### src/rtl/comparator_nb_serial.sv
`default_nettype none
// ============================================================================
// Module      : comparator_nb_serial
// Description : Serial MSB-first magnitude comparator. It examines DIGIT bits
//               per clock and uses a start/busy/done handshake.
// Revision    : 1.0 - initial release
// ============================================================================
module comparator_nb_serial #(
    parameter int WIDTH      = 8,
    parameter int DIGIT      = 2,
    parameter int EARLY_EXIT = 0
) (
    input  logic             clk,
    input  logic             rst,
    input  logic             start,
    input  logic             signed_mode,
    input  logic [WIDTH-1:0] A,
    input  logic [WIDTH-1:0] B,
    output logic             busy,
    output logic             done,
    output logic             A_great_B,
    output logic             A_equal_B,
    output logic             A_less_B
);

    localparam int c_NCHUNK = WIDTH / DIGIT;
    localparam int c_CNT_W  = (c_NCHUNK > 1) ? $clog2(c_NCHUNK) : 1;
    localparam logic [c_CNT_W-1:0] c_LAST_CHUNK = c_CNT_W'(c_NCHUNK - 1);

    localparam logic [1:0] c_S_IDLE = 2'd0;
    localparam logic [1:0] c_S_RUN  = 2'd1;
    localparam logic [1:0] c_S_DONE = 2'd2;

    generate
        if (WIDTH < 1 || DIGIT < 1 || (WIDTH % DIGIT) != 0) begin : g_bad_params
            $error("comparator_nb_serial: WIDTH must be a positive multiple of DIGIT");
        end
    endgenerate

    logic [1:0]         r_state;
    logic [1:0]         w_next_state;
    logic [WIDTH-1:0]   r_a_sh;
    logic [WIDTH-1:0]   r_b_sh;
    logic [c_CNT_W-1:0] r_cnt;
    logic               r_gt_seen;
    logic               r_lt_seen;
    logic               r_great;
    logic               r_equal;
    logic               r_less;

    logic [WIDTH-1:0]   w_flip;
    logic [DIGIT-1:0]   w_chunk_a;
    logic [DIGIT-1:0]   w_chunk_b;
    logic               w_unseen;
    logic               w_gt_next;
    logic               w_lt_next;
    logic               w_last;
    logic               w_accept;
    logic               w_in_run;

    // Flipping the sign bit of both operands maps two's-complement order onto unsigned order.
    always_comb begin
        w_flip            = '0;
        w_flip[WIDTH-1]   = signed_mode;
    end

    assign w_in_run  = (r_state == c_S_RUN);
    assign w_accept  = start && !w_in_run;
    assign w_chunk_a = r_a_sh[WIDTH-1 -: DIGIT];
    assign w_chunk_b = r_b_sh[WIDTH-1 -: DIGIT];
    assign w_unseen  = !r_gt_seen && !r_lt_seen;
    assign w_gt_next = r_gt_seen || (w_unseen && (w_chunk_a > w_chunk_b));
    assign w_lt_next = r_lt_seen || (w_unseen && (w_chunk_a < w_chunk_b));
    assign w_last    = (r_cnt == c_LAST_CHUNK) ||
                       ((EARLY_EXIT != 0) && (w_gt_next || w_lt_next));

    always_ff @(posedge clk or posedge rst) begin
        if (rst) begin
            r_state <= c_S_IDLE;
        end else begin
            r_state <= w_next_state;
        end
    end

    always_comb begin
        w_next_state = r_state;
        case (r_state)
            c_S_IDLE: if (start) w_next_state = c_S_RUN;
            c_S_RUN:  if (w_last) w_next_state = c_S_DONE;
            c_S_DONE: w_next_state = start ? c_S_RUN : c_S_IDLE;
            default:  w_next_state = c_S_IDLE;
        endcase
    end

    always_comb begin
        busy = (r_state == c_S_RUN);
        done = (r_state == c_S_DONE);
    end

    always_ff @(posedge clk or posedge rst) begin
        if (rst) begin
            r_a_sh    <= '0;
            r_b_sh    <= '0;
            r_cnt     <= '0;
            r_gt_seen <= 1'b0;
            r_lt_seen <= 1'b0;
            r_great   <= 1'b0;
            r_equal   <= 1'b0;
            r_less    <= 1'b0;
        end else if (w_accept) begin
            r_a_sh    <= A ^ w_flip;
            r_b_sh    <= B ^ w_flip;
            r_cnt     <= '0;
            r_gt_seen <= 1'b0;
            r_lt_seen <= 1'b0;
        end else if (w_in_run) begin
            r_a_sh    <= r_a_sh << DIGIT;
            r_b_sh    <= r_b_sh << DIGIT;
            r_cnt     <= r_cnt + 1'b1;
            r_gt_seen <= w_gt_next;
            r_lt_seen <= w_lt_next;
            // Results only move at completion so they hold through later compares.
            if (w_last) begin
                r_great <= w_gt_next;
                r_less  <= w_lt_next;
                r_equal <= !w_gt_next && !w_lt_next;
            end
        end
    end

    assign A_great_B = r_great;
    assign A_equal_B = r_equal;
    assign A_less_B  = r_less;

endmodule
`default_nettype wire

### config.mk
export PLATFORM = sky130hd
export DESIGN_NAME = comparator_nb_serial
export DESIGN_NICKNAME = d
export VERILOG_FILES = /design/src/rtl/comparator_nb_serial.sv
export SDC_FILE = /design/constraint.sdc
export NUM_CORES = 1
export LEC_CHECK = 0
export CAP_MARGIN = 20
export CORE_ASPECT_RATIO = 0.6
export CORE_MARGIN = 2
export CORE_UTILIZATION = 47
export CTS_BUF_LIST = sky130_fd_sc_hd__clkbuf_2
export DETAILED_ROUTE_END_ITERATION = 6
export PLACE_DENSITY = 0.77
export SLEW_MARGIN = 20
export SYNTH_ARGS = -nofsm -noshare
export SYNTH_HDL_FRONTEND = slang
export SYNTH_SLANG_ARGS = --single-unit
### constraint.sdc
create_clock -name clk -period 1.14 [get_ports clk]
set_input_delay 0.114 -clock clk [delete_from_list [all_inputs] [get_ports clk]]
set_output_delay 0.114 -clock clk [all_outputs]
set_load 0.02 [all_outputs]
==> Word level (Yosys, flattened, before mapping) <==
Cells that the tools add are included.
{ "classes": {"addsub": 1, "mul": 0, "n_div": 0, "magnitude_cmp": 2, "eq_ne": 5, "shift": 0, "muxes": 14, "n_bitwise": 3, "n_reduce_logical": 16} }
{ "ops": {"columns": ["cell", "count"], "rows": [
  ["$mux 8", 4],
  ["$xor 8x8->8", 2],
  ["$mux 2", 4],
  ["$pmux 2 s3", 1],
  ["$logic_and 1x1->1", 5],
  ["$logic_not 1->1", 5],
  ["$mux 1", 5],
  ["$eq 2x2->1 const B", 2],
  ["$ne 2x2->1 const B", 2],
  ["$reduce_and 3->1", 1],
  ["$add 2x1->2 const B", 1],
  ["$eq 2x1->1 const B", 1],
  ["$gt 2x2->1", 1],
  ["$logic_not 2->1", 1],
  ["$logic_or 1x1->1", 2],
  ["$lt 2x2->1", 1],
  ["$reduce_and 2->1", 1],
  ["$reduce_bool 2->1", 1],
  ["$not 1->1", 1]
]} }
{ "totals": {"ff_bits": 25, "latch_bits": 0, "ram_bits": 0, "rom_bits": 0, "in_bits": 20, "out_inout_bits": 5, "elab_cells": 50, "n_memories": 0} }

==> Longest topological paths before layout <==
Gate-level depths: netlist (run 1).
{ "logic_depth": {"word_depth": 6, "ltp_mapped": 5, "depth_no_buf": 5} }

==> Worst setup path after synthesis (run 1) <==
No wires, ideal clock.
{ "synth_timing": {"kind": "register to register", "start": "register r_a_sh[7]", "end": "register r_lt_seen", "setup_time_ns": 0.065, "arrival_ns": 1.185, "t_required_ns": 1.075, "setup_slack_ns": -0.111, "path_stages_with_launch": 4, "n_path_buf": 0, "period_less_slack_ns": 1.251, "cell_sequence": "dfrtp_1 ha_1 a211oi_2 a22o_1"} }
{ "synth_between": {"elab_chain_cells": 5} }
{ "synth_rtl": {"columns": ["element", "line", "text"], "rows": [
  ["start, declared", "42", "logic [WIDTH-1:0] r_a_sh;"],
  ["start signal, assigned", "111", "r_a_sh <= A ^ w_flip;"],
  ["start signal, assigned", "117", "r_a_sh <= r_a_sh << DIGIT;"],
  ["$lt 2x2->1", "73", "assign w_lt_next = r_lt_seen || (w_unseen && (w_chunk_a < w_chunk_b));"],
  ["$logic_and 1x1->1", "73", null],
  ["$logic_or 1x1->1", "73", null],
  ["$mux 1", "116", "end else if (w_in_run) begin"],
  ["$mux 1", "110", "end else if (w_accept) begin"],
  ["end signal, assigned", "121", "r_lt_seen <= w_lt_next;"],
  ["end, declared", "46", "logic r_lt_seen;"]
]} }
No other way between the ends. The select of a mux whose other input is x is not followed.
A chain may end at the register's enable or synchronous reset.

==> Final worst setup path (run 1) <==
{ "layout_timing": {"start": "register r_state[0]", "end": "output done"} }
{ "layout_between": {"elab_chain_cells": 1} }
{ "layout_rtl": {"columns": ["element", "line", "text"], "rows": [
  ["start, declared", "40", "logic [1:0] r_state;"],
  ["start signal, assigned", "79", "r_state <= c_S_IDLE;"],
  ["start signal, assigned", "81", "r_state <= w_next_state;"],
  ["$eq 2x2->1", "97", "done = (r_state == c_S_DONE);"],
  ["end, declared", "20", "output logic done,"]
]} }
No other way between the ends.

==> impl_metrics.env, run 1 <==
export IMPL_final_setup_worst_slack_ps=-155.8
export IMPL_critical_path_endpoint_type="primary output"
export IMPL_routed_via_density=4.938
export IMPL_total_power_uw=3870
export IMPL_worst_reg2reg_setup_slack_ps=-120
export IMPL_critical_path_max_stage_delay_ps=470
export IMPL_antenna_found_initial=0
export IMPL_synth_largest_area_cell="sky130_fd_sc_hd__dfrtp_1"
export IMPL_worst_clock_skew_ps=9.527
export IMPL_synth_lib_cells_used_distinct=25
export IMPL_fmax_ghz=0.7717
export IMPL_finalHoldViolations=0
export IMPL_synthesis_instances=109
export IMPL_drc=0
export IMPL_max_vdd_ir_drop_mv=1.400
export IMPL_critPathMaxFanout=3
export IMPL_worstMarginPinSlew_ps=303.3
export IMPL_aggregate_global_routing_overflow=0
export IMPL_tritoncts_num_sinks=25
export IMPL_max_cap_viol_count=0
export IMPL_grt_pass1_wl_mm=3.905
export IMPL_reg2regPathDepth=4
export IMPL_type_of_the_worst_min_delay_path="primary input to asynchronous set/reset pin"
export IMPL_timing_final_max_slew_violations=0
export IMPL_fp_dieW_um=69.77
export IMPL_instances_no_fill=177
export IMPL_io_pins=25
export IMPL_pre_cts_slack_ps=-212.7
export IMPL_detail_route_antenna_nets=0
export IMPL_final_period_minus_worst_setup_slack_ps=1296
export IMPL_critical_path_cell_with_the_highest_stage_delay="sky130_fd_sc_hd__dfrtp_1"
export IMPL_routedWlPerCell_um=13.09
export IMPL_finalSetupViolCount=7
export IMPL_diodes=0
export IMPL_critical_path_startpoint_type="flip-flop"
export IMPL_final_layout_size_suffix_gt1_share_pct=24.83
export IMPL_layout_area_overhead_vs_synth_pct=34.26
export IMPL_tritoncts="built"
export IMPL_crit_chain="and2b_2, buf_6"
export IMPL_fin_crit_sh_pct=113.7
export IMPL_vias=874
export IMPL_worstPathRequired_ps=1030
export IMPL_area_enclosed_by_the_die_boundary_um2=3033
export IMPL_leakage_uw=0.0007890
export IMPL_postRouteWirelength_mm=2.317
export IMPL_placed_cells_incl_taps=167
export IMPL_grt_start_max_net_pins=32
export IMPL_vias_in_the_first_global_route=888
export IMPL_violations="setup timing"
export IMPL_critPathKind="flip-flop to primary output"
export IMPL_postSynthNetCount=132
export IMPL_place_gp_congestion=0.7039
export IMPL_clk_latency_ps=360
export IMPL_grt_use_total_pct=16.53
export IMPL_powerDensity_nw_per_um2=2363
export IMPL_cts_buffer_count=3
export IMPL_clk_root_buffer_cell="sky130_fd_sc_hd__clkbuf_2"
export IMPL_syn_area_per_cell_um2=11.19
export IMPL_synth_top_area_share_pct=51.28
export IMPL_initial_core_util_pct=49.04
export IMPL_netlist_area_um2=1220
export IMPL_first_iter_violations=23
export IMPL_die_height_um=43.47
export IMPL_fp_coreArea_um2=2487
export IMPL_finish_net_count=169
export IMPL_detailedRoute_firstPassIterationCount=4
export IMPL_timing_max_slew_rel_slack_pct=79.72
export IMPL_clock_path_buffers=2
export IMPL_run_status="finished, violations left"
export IMPL_synthesis_yosys_warnings=0
export IMPL_fp_row_count=14
export IMPL_port_buffers=24
export IMPL_synth_top_cells_by_area="sky130_fd_sc_hd__dfrtp_1, sky130_fd_sc_hd__mux2i_1, sky130_fd_sc_hd__nand2_1, sky130_fd_sc_hd__o21ai_0, sky130_fd_sc_hd__buf_6"
export IMPL_detailed_place_hpwl_mm=1.571
export IMPL_cts_max_level=1
export IMPL_clk_pin_slew_ps=230
export IMPL_layout_filler_cells=192
export IMPL_seq_area_frac_synth_pct=51.28
export IMPL_synth_ff_latch_count=25
export IMPL_setup_repair_after_global_routing_missed_its_margin="yes"
export IMPL_worstPathArrival_ps=1180
state kept, by name (all words and copies together) (netlist names):
| name | cells |
|---|---|
| A_equal_B | 1 |
| A_great_B | 1 |
| r_a_sh | 8 |
| A_less_B | 1 |
| r_lt_seen | 1 |
| r_b_sh | 8 |
| r_gt_seen | 1 |
| r_cnt | 2 |
| r_state | 2 |
worst max-delay path, delay by kind of cell (launching register included):
kind                   cells  cell delay, ps
buffers and inverters      1             120
and+or+nand+nor            1             240
DFF                        1             470
power by group:
part	switching [uW]	internal, uW	total [uW]
combinational	969	1030	2000
sequential	261	1250	1510
clock	263	92.7	355
total	1490	2380	3870
per-layer routing:
layer / vias up / share of wire [%] / global-route usage, %
met5: - / 0 / 0
met2: 23 / 47 / 25.71
met4: 0 / 1.1 / 5.769
met3: 4 / 5.7 / 4.651
met1: 397 / 46 / 22.74
li1: 450 / - / -
what timing repair did:
| item | CTS | global route |
|---|---|---|
| buffers inserted | 3 | 3 |
| resized for setup | 26 | 7 |
| gates cloned | 0 | 0 |
| endpoints found under the setup margin | 20 | 19 |
| hold buffers | 0 | 0 |
| pin swaps | 5 | 2 |
worst paths after layout:
| check | from | to |
|---|---|---|
| worst max-delay path | r_state[0] | done |
| worst min-delay path | rst | r_a_sh[5] |
| worst max register to register | r_b_sh[7] | r_lt_seen |
| worst min register to register | r_b_sh[2] | r_b_sh[4] |
| max in group asynchronous | rst | r_b_sh[0] |
| min in group clk | B[0] | r_b_sh[0] |
cells in the mapped netlist, drive strengths merged:
library cell	count
o41ai	1
nor2	5
ha	3
mux2i	17
a22o	1
and2b	1
o31a	1
nand3b	2
nand2	18
dfrtp	25
inv	6
o22ai	1
a21oi	1
or2b	1
nand2b	1
buf	4
clkbuf	1
clkinv	1
a211oi	1
nand3	1
o31ai	2
o21ai	13
xor2	2
cell families (layout without fill, tap and decap cells):
| group | after synthesis | count (layout) | synth area share (%) |
|---|---|---|---|
| AND/OR/NAND/NOR | 29 | 29 | 12.20 |
| AO/OA/AOI/OAI | 21 | 21 | 11.38 |
| adder cells (fa/ha/maj) | 3 | 3 | 3.077 |
| flip-flops | 25 | 25 | 51.28 |
| multiplexers | 17 | 17 | 13.95 |
| XOR/XNOR | 2 | 2 | 1.436 |
| buffers and inverters | 12 | 48 | 6.666 |
cells in the final DEF (no fill, tap or decap):
master	count
sky130_fd_sc_hd__nand2b_4	1
sky130_fd_sc_hd__o31ai_1	2
sky130_fd_sc_hd__mux2i_1	17
sky130_fd_sc_hd__o22ai_1	1
sky130_fd_sc_hd__clkdlybuf4s50_1	19
sky130_fd_sc_hd__xor2_1	2
sky130_fd_sc_hd__dfrtp_1	25
sky130_fd_sc_hd__and2b_2	1
sky130_fd_sc_hd__nand3b_1	1
sky130_fd_sc_hd__nand2_1	18
sky130_fd_sc_hd__inv_1	4
sky130_fd_sc_hd__o31a_2	1
sky130_fd_sc_hd__o21ai_1	3
sky130_fd_sc_hd__o21ai_0	10
sky130_fd_sc_hd__o41ai_2	1
sky130_fd_sc_hd__clkbuf_2	4
sky130_fd_sc_hd__buf_12	3
sky130_fd_sc_hd__buf_6	3
sky130_fd_sc_hd__clkinv_4	1
sky130_fd_sc_hd__a21oi_2	1
sky130_fd_sc_hd__inv_2	2
sky130_fd_sc_hd__a211oi_4	1
sky130_fd_sc_hd__nor2_1	4
sky130_fd_sc_hd__or2b_1	1
sky130_fd_sc_hd__buf_4	9
sky130_fd_sc_hd__buf_2	3
sky130_fd_sc_hd__a22o_1	1
sky130_fd_sc_hd__ha_2	1
sky130_fd_sc_hd__nand3_1	1
sky130_fd_sc_hd__nor2_2	1
sky130_fd_sc_hd__nand3b_4	1
sky130_fd_sc_hd__ha_4	2
area by class of cell:
type | count | area, um^2 | area share, %
inverters | 7 | 31.28 | 1.910
repair buffers | 37 | 366.6 | 22.38
well taps | 32 | 40.04 | 2.445
flip-flops and latches | 25 | 625.6 | 38.20
multi-input cells | 72 | 554.3 | 33.84
clock buffers | 4 | 20.02 | 1.222
stage by stage:
stage	setup TNS, ps	hold WS (ps)	cell area (um^2)	utilization, %
floorplan	-90.79	141.3	1242	-
global placement	-1793	460.6	1550	62.32
detailed placement	-2277	464.2	1550	62.32
CTS	-888.2	15.26	1588	63.83
global route	-1380	65.26	1638	65.85
finish	-779.3	40.08	1638	65.85
(Power assumes the default switching activity.)
==> run 2: changes to the inputs <==
--- a/config.mk
+++ b/config.mk
@@ -11,7 +11,7 @@
 export CORE_UTILIZATION = 47
 export CTS_BUF_LIST = sky130_fd_sc_hd__clkbuf_2
 export DETAILED_ROUTE_END_ITERATION = 6
-export PLACE_DENSITY = 0.77
+export PLACE_DENSITY = 0.88
 export SLEW_MARGIN = 20
 export SYNTH_ARGS = -nofsm -noshare
 export SYNTH_HDL_FRONTEND = slang
==> run 2 against run 1 <==
The run still ends with setup timing left. Die area did not move. Clock power fell by 1%. Global-route usage rose by 0.84 points. First-iteration DRC count rose by 48%. Register-to-register slack got worse by 50 ps. Clock skew rose by 1.8 ps. Final cell count fell by 0.56%. Non-clock buffer count fell by 1. Maximum frequency fell by 1.3%. Utilization rose by 1.1 points. Wire length rose by 1.9%. Via count rose by 0.92%.
==> impl_metrics.env, run 2 (synthesis gave the netlist of run 1 again) <==
export IMPL_grt_use_total_pct=17.37
export IMPL_grt_pass1_wl_mm=4.188
export IMPL_timing_setup_tns_ps=-859.9
export IMPL_crit_buf_inv=1
export IMPL_run_status="finished, violations left"
export IMPL_postRouteWirelength_mm=2.362
export IMPL_mostFrequentLayoutCell="sky130_fd_sc_hd__dfrtp_1"
export IMPL_drc=0
export IMPL_tritoncts="built"
export IMPL_critical_path_startpoint_type="flip-flop"
export IMPL_largestRegisters="r_a_sh x8, r_b_sh x8"
export IMPL_crit_chain="ha_4, a211oi_4, buf_6, o31a_2"
export IMPL_die_height_um=43.47
export IMPL_fp_coreArea_um2=2487
export IMPL_path_depth=4
export IMPL_initial_core_util_pct=49.04
export IMPL_fmax_ghz=0.7616
export IMPL_violations="setup timing"
export IMPL_finish_net_count=168
export IMPL_reg2regPathDepth=4
export IMPL_vias_in_the_first_global_route=918
export IMPL_place_gp_congestion=0.7439
export IMPL_critical_path_endpoint_type="flip-flop"
export IMPL_vias=882
export IMPL_routed_via_density=5.011
export IMPL_area_enclosed_by_the_die_boundary_um2=3033
export IMPL_detailedRoute_firstPassIterationCount=4
export IMPL_max_cap_viol_count=0
export IMPL_routedWlPerCell_um=13.42
export IMPL_worstPathRequired_ps=1400
export IMPL_detailed_place_hpwl_mm=1.719
export IMPL_worst_clock_skew_ps=11.29
export IMPL_max_vdd_ir_drop_mv=1.715
export IMPL_fin_crit_sh_pct=115.2
export IMPL_finalHoldViolations=0
export IMPL_setup_crit_start="r_a_sh[7]"
export IMPL_clk_pin_slew_ps=240
export IMPL_first_iter_violations=34
export IMPL_type_of_the_worst_min_delay_path="primary input to asynchronous set/reset pin"
export IMPL_final_setup_worst_slack_ps=-172.9
export IMPL_cts_buffer_count=3
export IMPL_tritoncts_num_sinks=25
export IMPL_fp_dieW_um=69.77
export IMPL_worstPathArrival_ps=1570
export IMPL_clk_root_buffer_cell="sky130_fd_sc_hd__clkbuf_2"
export IMPL_critical_path_cell_with_the_highest_stage_delay="sky130_fd_sc_hd__dfrtp_1"
export IMPL_antenna_found_initial=0
export IMPL_finalSetupViolCount=7
export IMPL_timing_max_slew_rel_slack_pct=83.85
export IMPL_r2r_end="A_less_B"
export IMPL_critPathMaxFanout=5
export IMPL_clock_path_buffers=2
export IMPL_final_period_minus_worst_setup_slack_ps=1313
export IMPL_critical_path_max_stage_delay_ps=460
export IMPL_regToRegStartpoint="r_a_sh[7]"
export IMPL_worst_reg2reg_setup_slack_ps=-170
export IMPL_layout_cells_most_common_list="sky130_fd_sc_hd__dfrtp_1, sky130_fd_sc_hd__clkdlybuf4s50_1, sky130_fd_sc_hd__nand2_1"
export IMPL_clk_latency_ps=350
export IMPL_timing_final_max_slew_violations=0
export IMPL_io_pins=25
export IMPL_aggregate_global_routing_overflow=0
export IMPL_leakage_uw=0.0007873
export IMPL_grt_start_max_net_pins=32
export IMPL_powerDensity_nw_per_um2=2430
export IMPL_worst_path_dominant_cell_family="flip-flops"
export IMPL_final_layout_size_suffix_gt1_share_pct=26.39
export IMPL_port_buffers=24
export IMPL_worstSetupEndpoint="A_less_B"
export IMPL_worstMarginPinSlew_ps=242.2
export IMPL_critPathKind="flip-flop to flip-flop"
export IMPL_layout_filler_cells=196
export IMPL_setup_repair_after_global_routing_missed_its_margin="yes"
export IMPL_fp_row_count=14
export IMPL_diodes=0
export IMPL_cts_max_level=1
export IMPL_total_power_uw=4043
export IMPL_layout_area_overhead_vs_synth_pct=36.41
export IMPL_placed_cells_incl_taps=168
export IMPL_instances_no_fill=176
export IMPL_detail_route_antenna_nets=0
==> run 2: worst reg2reg max path, cell delays in order, from the launching register on <==
cell                       delay [ps]
sky130_fd_sc_hd__dfrtp_1          460
sky130_fd_sc_hd__ha_4             300
sky130_fd_sc_hd__a211oi_4          60
sky130_fd_sc_hd__buf_6            140
sky130_fd_sc_hd__o31a_2           280
==> run 2: worst min path at each step <==
stage	from	end	cells past startpoint
CTS	rst	r_a_sh[0]	3
finish	rst	r_a_sh[2]	3
floorplan	rst	A_equal_B	1
global route	rst	r_a_sh[2]	3
global placement	rst	r_a_sh[0]	3
detailed placement	rst	r_a_sh[0]	3
==> run 2: area by class of cell <==
type	instances	area, um^2	area share (%)
repair buffers	36	362.8	21.80
inverters	7	31.28	1.880
well taps	32	40.04	2.406
multi-input cells	72	581.8	34.96
clock inverters	1	7.507	0.4511
clock buffers	3	15.01	0.9023
flip-flops and latches	25	625.6	37.59
==> run 2: metrics by stage <==
stage | hold WS, ps | setup WS (ps) | util [%] | area, um^2
global placement | 450.5 | -181.6 | 62.63 | 1558
finish | 33.00 | -172.9 | 66.90 | 1664
detailed placement | 457.4 | -201.2 | 62.63 | 1558
CTS | 30.83 | -175.0 | 64.64 | 1608
floorplan | 141.3 | -35.93 | - | 1242
global route | 24.10 | -237.0 | 66.90 | 1664
==> run 2: power breakdown <==
| group | switching [uW] | internal, uW | total, uW |
|---|---|---|---|
| clock | 269 | 81.5 | 351 |
| combinational | 1080 | 1100 | 2190 |
| sequential | 255 | 1250 | 1500 |
==> run 2: timing repair <==
item	4_1_cts	5_1_grt
buffers inserted	2	2
resized for setup	29	10
endpoints found under the setup margin	22	20
pin swaps	5	3
cloned	0	0
hold buffers	0	0
==> run 2: metal layers <==
layer  global-route usage (%)  part of all wire [%]  wire length (um)
met1                    23.41                    46              1097
met2                    30.10                    48              1123
met3                    5.581                   6.0               142
met4                        0                     0                 0
met5                        0                     0                 0
==> run 3: changes to the inputs <==
--- a/config.mk
+++ b/config.mk
@@ -5,11 +5,13 @@
 export SDC_FILE = /design/constraint.sdc
 export NUM_CORES = 1
 export LEC_CHECK = 0
+export ABC_CLOCK_PERIOD_IN_PS = 1140
 export CAP_MARGIN = 20
 export CORE_ASPECT_RATIO = 0.6
 export CORE_MARGIN = 2
 export CORE_UTILIZATION = 47
 export CTS_BUF_LIST = sky130_fd_sc_hd__clkbuf_2
+export CTS_CLUSTER_SIZE = 14
 export DETAILED_ROUTE_END_ITERATION = 6
 export PLACE_DENSITY = 0.88
 export SLEW_MARGIN = 20
==> results of run 3 <==
No change in the layout: final DEF, timing and power equal those of run 2.
